[src/rtl/mem_bridge_pkg.sv]
// Shared definitions for the CPU-to-SRAM bridge: state and source encodings,
// latency limits and a helper that turns a latency into a terminal count.
// Optional feature macro used elsewhere in this slice: BRIDGE_PERF_EN.
package mem_bridge_pkg;

  localparam int MAX_LATENCY = 15;
  localparam int LAT_W       = 4;

  // One-hot transaction states.
  typedef enum logic [2:0] {
    IDLE = 3'b001,
    WAIT = 3'b010,
    RESP = 3'b100
  } bridge_state_e;

  // Which CPU channel owns the outstanding read.
  typedef enum logic {
    SRC_INST = 1'b0,
    SRC_DATA = 1'b1
  } bridge_src_e;

  // Terminal count for the latency counter; out-of-range latencies are clamped
  // to the legal 1..MAX_LATENCY window.
  function automatic logic [LAT_W-1:0] lat_last(input int lat);
    if (lat < 1)                return '0;
    else if (lat > MAX_LATENCY) return LAT_W'(MAX_LATENCY - 1);
    else                        return LAT_W'(lat - 1);
  endfunction

endpackage

[src/rtl/bridge_lat_cnt.sv]
// Latency counter for the bridge: cleared when a read is issued, advanced once
// per cycle while waiting, and flags when it sits on the terminal count.
module bridge_lat_cnt
  import mem_bridge_pkg::*;
(
  input  logic             clk,
  input  logic             rst_n,
  input  logic             i_clr,
  input  logic             i_en,
  input  logic [LAT_W-1:0] i_last,
  output logic [LAT_W-1:0] o_count,
  output logic             o_done
);

  logic [LAT_W-1:0] r_count;

  // Count register: clear has priority over enable.
  always_ff @(posedge clk or negedge rst_n) begin
    // NOTE: sequential state is written with <= only, so every flop samples
    // pre-edge values regardless of the order blocks are evaluated in.
    if (!rst_n)     r_count <= '0;
    else if (i_clr) r_count <= '0;
    else if (i_en)  r_count <= r_count + 1'b1;
  end

  assign o_count = r_count;
  assign o_done  = (r_count == i_last);

endmodule

[src/rtl/cpu_mem_bridge.sv]
// Bridge between the CPU fetch and data channels and one synchronous
// single-port SRAM. Data requests win over fetches; each read is returned on a
// valid/ready channel after MEM_LATENCY cycles and held until accepted.
// Define BRIDGE_PERF_EN to add the arbitration/response stall counters.
module cpu_mem_bridge
  import mem_bridge_pkg::*;
#(
  parameter int ADDR_W      = 12,
  parameter int MEM_LATENCY = 1
) (
  input  logic              clk,
  input  logic              rst_n,
  // instruction fetch channel
  input  logic [31:0]       inst_addr,
  input  logic              inst_req_valid,
  output logic              inst_req_ready,
  output logic [31:0]       inst_rdata,
  output logic              inst_valid,
  input  logic              inst_ready,
  // data channel
  input  logic [31:0]       mem_addr,
  input  logic              mem_wen,
  input  logic [31:0]       mem_wdata,
  input  logic [3:0]        mem_wstrb,
  input  logic              mem_ren,
  output logic              mem_req_ready,
  output logic [31:0]       mem_rdata,
  output logic              mem_rdata_valid,
  input  logic              mem_rdata_ready,
  // SRAM port
  output logic              sram_en,
  output logic [3:0]        sram_we,
  output logic [ADDR_W-1:0] sram_addr,
  output logic [31:0]       sram_wdata,
  input  logic [31:0]       sram_rdata
`ifdef BRIDGE_PERF_EN
  ,
  output logic [31:0]       arb_stall_cnt,
  output logic [31:0]       resp_stall_cnt
`endif
);

  localparam logic [LAT_W-1:0] LAT_LAST = lat_last(MEM_LATENCY);

  bridge_state_e    r_state;
  bridge_state_e    w_state_nxt;
  bridge_src_e      r_src;
  logic [31:0]      r_rbuf;

  logic             w_idle;
  logic             w_data_req;
  logic             w_data_fire;
  logic             w_inst_fire;
  logic             w_rd_fire;
  logic             w_in_wait;
  logic             w_in_resp;
  logic             w_resp_accept;
  logic [LAT_W-1:0] w_cnt;
  logic             w_cnt_done;
  logic             w_unused_addr_bits;

  // Requests are only considered in IDLE, and never while reset is asserted so
  // the SRAM strobes drop the moment rst_n falls.
  assign w_idle      = rst_n & (r_state == IDLE);
  assign w_data_req  = mem_wen | mem_ren;
  assign w_data_fire = w_idle & w_data_req;
  assign w_inst_fire = w_idle & inst_req_valid & ~w_data_req;
  // A store (even with mem_ren also set) produces no response.
  assign w_rd_fire   = w_inst_fire | (w_data_fire & ~mem_wen);

  assign w_in_wait   = (r_state == WAIT);
  assign w_in_resp   = (r_state == RESP);
  assign w_resp_accept = w_in_resp &
                         ((r_src == SRC_DATA) ? mem_rdata_ready : inst_ready);

  // Upper and byte-offset address bits deliberately take no part in the access.
  assign w_unused_addr_bits = ^{mem_addr[31:ADDR_W+2], mem_addr[1:0],
                                inst_addr[31:ADDR_W+2], inst_addr[1:0]};

  bridge_lat_cnt u_lat_cnt (
    .clk     (clk),
    .rst_n   (rst_n),
    .i_clr   (w_rd_fire),
    .i_en    (w_in_wait),
    .i_last  (LAT_LAST),
    .o_count (w_cnt),
    .o_done  (w_cnt_done)
  );

  // State register.
  always_ff @(posedge clk or negedge rst_n) begin
    if (!rst_n) r_state <= IDLE;
    else        r_state <= w_state_nxt;
  end

  // Next-state, arbitration and SRAM request decode.
  always_comb begin
    // NOTE: every output of this block gets a default first; a path that left
    // one unassigned would infer a latch.
    w_state_nxt    = r_state;
    inst_req_ready = 1'b0;
    mem_req_ready  = 1'b0;
    sram_en        = 1'b0;
    sram_we        = 4'b0000;
    sram_addr      = '0;
    sram_wdata     = '0;
    unique case (r_state)
      IDLE: begin
        if (rst_n) begin
          mem_req_ready  = w_data_req;
          inst_req_ready = inst_req_valid & ~w_data_req;
          if (w_data_req) begin
            sram_en   = 1'b1;
            sram_addr = mem_addr[ADDR_W+1:2];
            if (mem_wen) begin
              sram_we    = mem_wstrb;
              sram_wdata = mem_wdata;
            end else begin
              w_state_nxt = WAIT;
            end
          end else if (inst_req_valid) begin
            sram_en     = 1'b1;
            sram_addr   = inst_addr[ADDR_W+1:2];
            w_state_nxt = WAIT;
          end
        end
      end
      WAIT: begin
        if (w_cnt_done) w_state_nxt = RESP;
      end
      RESP: begin
        if (w_resp_accept) w_state_nxt = IDLE;
      end
      default: w_state_nxt = IDLE;
    endcase
  end

  // Remember the requesting channel and capture the SRAM word on the first
  // wait cycle, when the 1-cycle SRAM read data is valid.
  always_ff @(posedge clk or negedge rst_n) begin
    if (!rst_n) begin
      r_src  <= SRC_INST;
      r_rbuf <= '0;
    end else begin
      if (w_rd_fire) r_src <= w_data_fire ? SRC_DATA : SRC_INST;
      if (w_in_wait && (w_cnt == '0)) r_rbuf <= sram_rdata;
    end
  end

  // Response channels: only the owning channel is valid; the other reads 0.
  assign inst_valid      = w_in_resp & (r_src == SRC_INST);
  assign mem_rdata_valid = w_in_resp & (r_src == SRC_DATA);
  assign inst_rdata      = inst_valid      ? r_rbuf : 32'h0;
  assign mem_rdata       = mem_rdata_valid ? r_rbuf : 32'h0;

`ifdef BRIDGE_PERF_EN
  // Stall counters: fetches denied by a data request in IDLE, and response
  // cycles the CPU left unaccepted. Both wrap naturally at 2^32.
  always_ff @(posedge clk or negedge rst_n) begin
    if (!rst_n) begin
      arb_stall_cnt  <= '0;
      resp_stall_cnt <= '0;
    end else begin
      if (w_idle && inst_req_valid && w_data_req) arb_stall_cnt <= arb_stall_cnt + 32'd1;
      if (w_in_resp && !w_resp_accept)           resp_stall_cnt <= resp_stall_cnt + 32'd1;
    end
  end
`endif

endmodule

[config.mk]
export PLATFORM = sky130hd
export DESIGN_NAME = cpu_mem_bridge
export DESIGN_NICKNAME = d
export VERILOG_FILES = /design/src/rtl/mem_bridge_pkg.sv /design/src/rtl/bridge_lat_cnt.sv /design/src/rtl/cpu_mem_bridge.sv
export SDC_FILE = /design/constraint.sdc
export NUM_CORES = 1
export LEC_CHECK = 0
export ABC_AREA = 1
export BUFFER_PORTS_ARGS = -buffer_cell sky130_fd_sc_hd__buf_4
export CAP_MARGIN = 20
export CORE_AREA = 2 2 100 102
export CTS_BUF_LIST = sky130_fd_sc_hd__clkbuf_16
export CTS_CLUSTER_DIAMETER = 200
export DETAILED_ROUTE_END_ITERATION = 16
export DIE_AREA = 0 0 102 104
export PLACE_DENSITY = 0.61
export SLEW_MARGIN = 20
export SYNTH_ARGS = -nofsm -noshare
export SYNTH_HDL_FRONTEND = slang
export SYNTH_SLANG_ARGS = --single-unit
export TNS_END_PERCENT = 100
[constraint.sdc]
create_clock -name clk -period 1.9 [get_ports clk]
set_input_delay 0 -clock clk [delete_from_list [all_inputs] [get_ports clk]]
set_output_delay 0 -clock clk [all_outputs]
set_load 0.01 [all_outputs]
Word level (Yosys, flattened, before mapping)
Index checks and enable logic that the tools add are counted.
{"block": "classes", "add_sub_neg": 1, "mul": 0, "div": 0, "magnitude_cmp": 0, "eq_ne": 8, "n_shift": 0, "muxes": 33, "n_bitwise": 14, "n_reduce_logical": 4}
{"operator": "32-bit two-way mux", "count": 6}
{"operator": "12-bit two-way mux", "count": 4}
{"operator": "4-bit two-way mux", "count": 6}
{"operator": "3-bit two-way mux", "count": 6}
{"operator": "1-bit two-way mux", "count": 10}
{"operator": "1-bit bitwise AND", "count": 9}
{"operator": "3-bit one-hot mux with 3 select lines", "count": 1}
{"operator": "3-bit inequality test (second input constant)", "count": 2}
{"operator": "5-bit AND reduction", "count": 1}
{"operator": "4-bit by 1-bit adder with 4-bit output (second input constant)", "count": 1}
{"operator": "4-bit logical NOT", "count": 1}
{"operator": "2-bit by 1-bit inequality test with 1-bit output (second input constant)", "count": 2}
{"operator": "3-bit by 1-bit equality test with 1-bit output (second input constant)", "count": 1}
{"operator": "3-bit by 2-bit equality test with 1-bit output (second input constant)", "count": 1}
{"operator": "3-bit equality test (second input constant)", "count": 1}
{"operator": "1-bit NOT", "count": 3}
{"operator": "2-bit inequality test (second input constant)", "count": 1}
{"operator": "1-bit OR", "count": 2}
{"operator": "2-bit nonzero test", "count": 1}
{"operator": "1-bit logical AND", "count": 1}
{"block": "word_totals", "ff_bits": 40, "latchBits": 0, "ramBits": 0, "rom_bits": 0, "in_bits": 139, "out_inout_bits": 117, "elab_cells": 64, "memories": 0}

Depth between registers and ports, before layout
{"block": "logic_depth", "depth_word": 6, "depth_mapped": 7, "depth_no_buf": 6}

Hierarchy
Synthesis repeated with hierarchy kept, for this count alone.
{"block": "unflattened", "cells_unflattened": 438, "area_unflattened_um2": 2660.1}
{"module": "cpu_mem_bridge", "instances": 1, "cells_per_inst": 407, "area_per_inst_um2": 2412.3, "seq_area_each_um2": 902.1}
{"module": "bridge_lat_cnt", "instances": 1, "cells_per_inst": 31, "area_per_inst_um2": 247.7, "seq_area_each_um2": 100.1}

Least setup slack after synthesis
No wires, ideal clock.
{"block": "synth_timing", "path_kind": "register to register", "from": "register u_lat_cnt.r_count[0] (netlist: u_lat_cnt.o_count[0])", "to": "register r_rbuf[10]", "setup_time_ps": 116, "arrival_ps": 1233, "t_required_ps": 1784, "setup_slack_ps": 551, "path_stages_with_launch": 8, "path_buffers": 1, "synth_period_minus_slack_ps": 1349, "path_cell_list": "dfrtp_1 -> inv_1 -> ha_1 -> nor3b_4 -> nand2_2 -> buf_2 -> nand2_1 -> nand2_1"}
{"block": "synth_between", "elab_chain_cells": 2}
{"item": "from (decl)", "line": "bridge_lat_cnt.sv:15", "rtl": "logic [LAT_W-1:0] r_count;"}
{"item": "from (signal assigned)", "line": "bridge_lat_cnt.sv:23", "rtl": "else if (i_en) r_count <= r_count + 1'b1;"}
{"item": "4-bit logical NOT", "line": "cpu_mem_bridge.sv:146", "rtl": "if (w_in_wait && (w_cnt == '0)) r_rbuf <= sram_rdata;"}
{"item": "1-bit logical AND", "line": "cpu_mem_bridge.sv:146"}
{"item": "to (signal assigned)", "line": "cpu_mem_bridge.sv:146"}
{"item": "to (decl)", "line": "cpu_mem_bridge.sv:48", "rtl": "logic [31:0] r_rbuf;"}
Every way passes these cells.
A chain may end at the register's enable or synchronous reset.

Worst setup path after layout
{"block": "layout_timing", "from": "register r_state[0]", "to": "output mem_rdata[12]"}
{"block": "layout_between", "elab_chain_cells": 3}
{"item": "from (decl)", "line": "cpu_mem_bridge.sv:45", "rtl": "bridge_state_e r_state;"}
{"item": "from (signal assigned)", "line": "cpu_mem_bridge.sv:93", "rtl": "else r_state <= w_state_nxt;"}
{"item": "3-bit equality test", "line": "cpu_mem_bridge.sv:72", "rtl": "assign w_in_resp = (r_state == RESP);"}
{"item": "1-bit bitwise AND", "line": "cpu_mem_bridge.sv:152", "rtl": "assign mem_rdata_valid = w_in_resp & (r_src == SRC_DATA);"}
{"item": "32-bit two-way mux", "line": "cpu_mem_bridge.sv:154", "rtl": "assign mem_rdata = mem_rdata_valid ? r_rbuf : 32'h0;"}
{"item": "to (decl)", "line": "cpu_mem_bridge.sv:27", "rtl": "output logic [31:0] mem_rdata,"}
Every way passes these cells.

==> results by group <==
Status
  • Status: complete, no violations

Synthesis
  • Dominant synthesized flop cell: dfrtp_1
  • Top post-synthesis cells by area: dfrtp_1, nor2_1, nand2_1, nand3_1, inv_1
  • #FFs+latches synth: 40
  • Most area-hungry cell type in the Yosys netlist: dfrtp_1
  • Post-synth EDFFs: 0
  • Ys Warns: 0
  • Main combinational cell family by area after synthesis: simple AND/OR/NAND/NOR gates
  • Cell Area, Synth: 2650 µm²
  • Post-synth ARST share: 1.00
  • Adder-cell area share of the yosys netlist: 0.00943
  • Post-synthesis mux area share: 0
  • Synth Instances: 432
  • Area share of and/or/nand/nor cells after synthesis: 0.440
  • Sequential-to-total area share from yosys stat: 0.378
  • Top-count cell post-synth: nor2_1
  • Area fraction in compound gates after synthesis: 0.00943
  • Post-synth top area share: 0.368
  • Synthesized net count: 573
  • Post-synthesis xor/xnor area fraction: 0.00330
  • Mean Syn Cell Area: approximately 6.1 µm²
  • Post-synthesis cell type count: 20
  • Post-synth top cells: nor2_1, nand2_1, inv_1

Power and ir drop
  • Static leakage: roughly 3 nW
  • Peak VDD IR: ~420 µV
  • Share of power burned in registers: 0.366
  • Sw Share: 0.396
  • Int Pwr: 2.48 mW
  • Net Sw Power: 1.63 mW
  • PD cells: approximately 840 nW/µm²
  • Clock power share: 0.193
  • Comb pwr share: 0.441

Clock tree
  • TritonCTS clock tree: done
  • CTS buffer count: 5
  • Later-pin clock latency in the skew report: about 0.28 ns
  • H-tree Lvls: 2
  • CTS root buffer: clkbuf_16
  • Setup Fix Bufs, Post-CTS: 0
  • Clock slew at reported path FFs: 0.05 ns
  • CTS sink cnt: 40
  • CTS max path bufs: 2

Critical path
  • Worst path bufs/invs: 4
  • CP Data Arrival Time: 1.76 ns
  • Cell Chain, Critical Path: inv_1 > nand3_1 > inv_1 > nand2_1 > buf_4 > nor2_1 > buf_4
  • Worst-path maximum fanout: 33
  • Crit path required time: 1.90 ns
  • CP delay by family, top: buffers and inverters
  • Crit start category: flop
  • Crit path kind: reg2out
  • Worst setup EP type: primary output
  • Slowest CP cell: dfstp_2
  • Largest stage delay, worst path: 0.58 ns

Global route
  • First-pass GRT wire length: 14900 µm
  • Initial antenna violation count: 0
  • Grt ovf: 0
  • Vias in the first global route: 3110
  • Largest net degree at the start of global routing: 34
  • Total track usage: 0.175

Timing
  • Min Tclk post-route: around 1.8 ns
  • Final-report hold violation count: 0
  • Rel. slew slack: 0.581
  • Slew @ Worst Pin: approximately 0.63 ns
  • Fin Clk Skew: 0.00648 ns
  • Setup violators final: 0
  • Post-Route Setup TNS: 0 ns
  • RSZ-0062 raised after global routing: false
  • Pins Over Slew Limit: 0
  • Fmax: 567 MHz
  • Final worst-path cycle share: 0.929

Placed design
  • Inst Count DP: 767
  • Hpwl dp: 7480 µm
  • GPL Wtd Cong: 0.829
  • IO Port Bufs: 215

Detailed routing
  • Drt drc: 0
  • Routed vias: approximately 3.4k
  • Drt via density: 4.26
  • Final ANT Viol Nets: 0
  • WL final: 9900 µm
  • DRT Pass-1 Iters: 4
  • DRT iter0 DRCs: 99
  • Wire per inst: 12.3 µm

Cells and area
  • Area of the multi-input gates: approximately 1200 µm²
  • Final Non-Filler Cells: 808
  • Ant diodes: 0
  • Nets: 816
  • Share of cells above drive strength 1: 0.359
  • Area Overhead vs Synth: 84.0%
  • Register area: 1000 µm²
  • Fill cell total of the finished layout: 950

Die
  • Die footprint: 10600 µm²
  • Row count: 36
  • Die Span Y: 104 µm
  • Core area: 9550 µm²
  • Die Wd: 102 µm
  • I/O pin total: roughly 260
  • Initial Util: 0.278

Min path
  • Tightest Hold Check Type: in2reg

Flow run
  • # Max-Cap Violations: 0
[stage by stage]
| stage | worst slack, ns | instance area, µm² | total power [mW] | hold slack, ns | util |
|---|---|---|---|---|---|
| 3_5_place_dp | 0.242 | 4400 | 3.28 | -0.138 | 0.460 |
| 4_1_cts | 0.0145 | 4870 | 4.15 | 0.0428 | 0.510 |
| 2_1_floorplan | 0.551 | 2650 | 2.56 | -0.296 | - |
| 6_report | 0.136 | 4880 | 4.11 | 0.0479 | 0.511 |
| 3_3_place_gp | 0.296 | 4400 | 3.23 | -0.138 | 0.460 |
| 5_1_grt | 0.0211 | 4880 | 4.49 | 0.0686 | 0.511 |
[worst reg2reg max path: stages (launching register included)]
cell     delay (ns)
dfrtp_1        0.40
inv_1          0.11
ha_1           0.16
nor3b_4        0.20
nand2_2        0.40
nand2_1        0.19
nand2_1        0.06
[sequential cells by signal (all words and copies together), names as in the netlist]
| signal | cells |
|---|---|
| r_src | 1 |
| r_state | 3 |
| r_rbuf | 32 |
| u_lat_cnt.o_count | 4 |
[cell usage in the layout, fill, tap and decap left out]
| cell | synthesis | final |
|---|---|---|
| dfrtp_1 | 39 | 39 |
| ha_1 | 2 | 2 |
| dfstp_2 | 1 | 1 |
| o21ai_0 | 3 | 3 |
| clkbuf_16 | 0 | 5 |
| nand3_2 | 1 | 1 |
| nor2_1 | 109 | 109 |
| inv_2 | 2 | 2 |
| xor2_1 | 1 | 1 |
| clkinv_2 | 0 | 1 |
| buf_4 | 1 | 225 |
| nand3_1 | 64 | 64 |
| inv_1 | 80 | 80 |
| nand2_2 | 2 | 1 |
| nor3b_4 | 1 | 1 |
| nor2_2 | 2 | 1 |
| a21oi_1 | 2 | 2 |
| dlygate4sd3_1 | 0 | 34 |
| clkinvlp_4 | 0 | 1 |
| nor2_4 | 1 | 2 |
| nand2_4 | 0 | 1 |
| nor3_1 | 1 | 1 |
| nand2_1 | 98 | 98 |
[per-layer routing]
layer,global-route usage,up-vias,part of all wire
li1,-,1754,-
met1,0.202,1536,0.38
met2,0.325,135,0.51
met3,0.0390,14,0.087
met4,0.0371,0,0.017
met5,0,-,0
[logic make-up after synthesis]
group / after synthesis
AO/OA/AOI/OAI: 5
AND/OR/NAND/NOR: 279
buffers and inverters: 105
adder cells (fa/ha/maj): 2
flip-flops: 40
XOR/XNOR: 1
[path summary, 6_finish.rpt]
path	start	cells after the start	slack, ns	endpoint
worst min-delay path	inst_ready	4	0.05	r_state[2]$_DFFE_PN0P_
worst max-delay path	r_state[0]$_DFFE_PN1P_	7	0.14	mem_rdata[12]
worst min register to register	r_rbuf[2]$_DFFE_PN0P_	2	0.47	r_rbuf[2]$_DFFE_PN0P_
max in group asynchronous	rst_n	3	1.16	r_rbuf[9]$_DFFE_PN0P_
min in group asynchronous	rst_n	2	0.10	u_lat_cnt.o_count[1]$_DFFE_PN0P_
worst max register to register	u_lat_cnt.o_count[0]$_DFFE_PN0P_	6	0.26	r_rbuf[28]$_DFFE_PN0P_
[layout make-up]
| cell class | instances | area share |
|---|---|---|
| inverter | 82 | 0.0631 |
| timing repair buffer | 259 | 0.416 |
| sequential | 40 | 0.205 |
| clock buffer | 5 | 0.0256 |
| multi-input combinational | 287 | 0.253 |
| tap | 133 | 0.0341 |
| clock inverter | 2 | 0.00256 |
[timing repair]
action / CTS / global route
setup endpoints to repair: 0 / 13
hold buffers: 34 / 0
endpoints found under the hold margin: 73 / 0
resized for setup: 0 / 1
[power groups by stage]
stage | Sequential [mW] | Clock (mW) | Combinational, mW
final | 1.50 | 0.790 | 1.81
after global routing | 1.55 | 0.868 | 2.07
after CTS | 1.50 | 0.817 | 1.83
after detailed placement | 1.50 | 0 | 1.78
after global placement | 1.50 | 0 | 1.73
after floorplan | 1.44 | 0 | 1.12
Note: power is estimated with default switching activity, not from simulation.
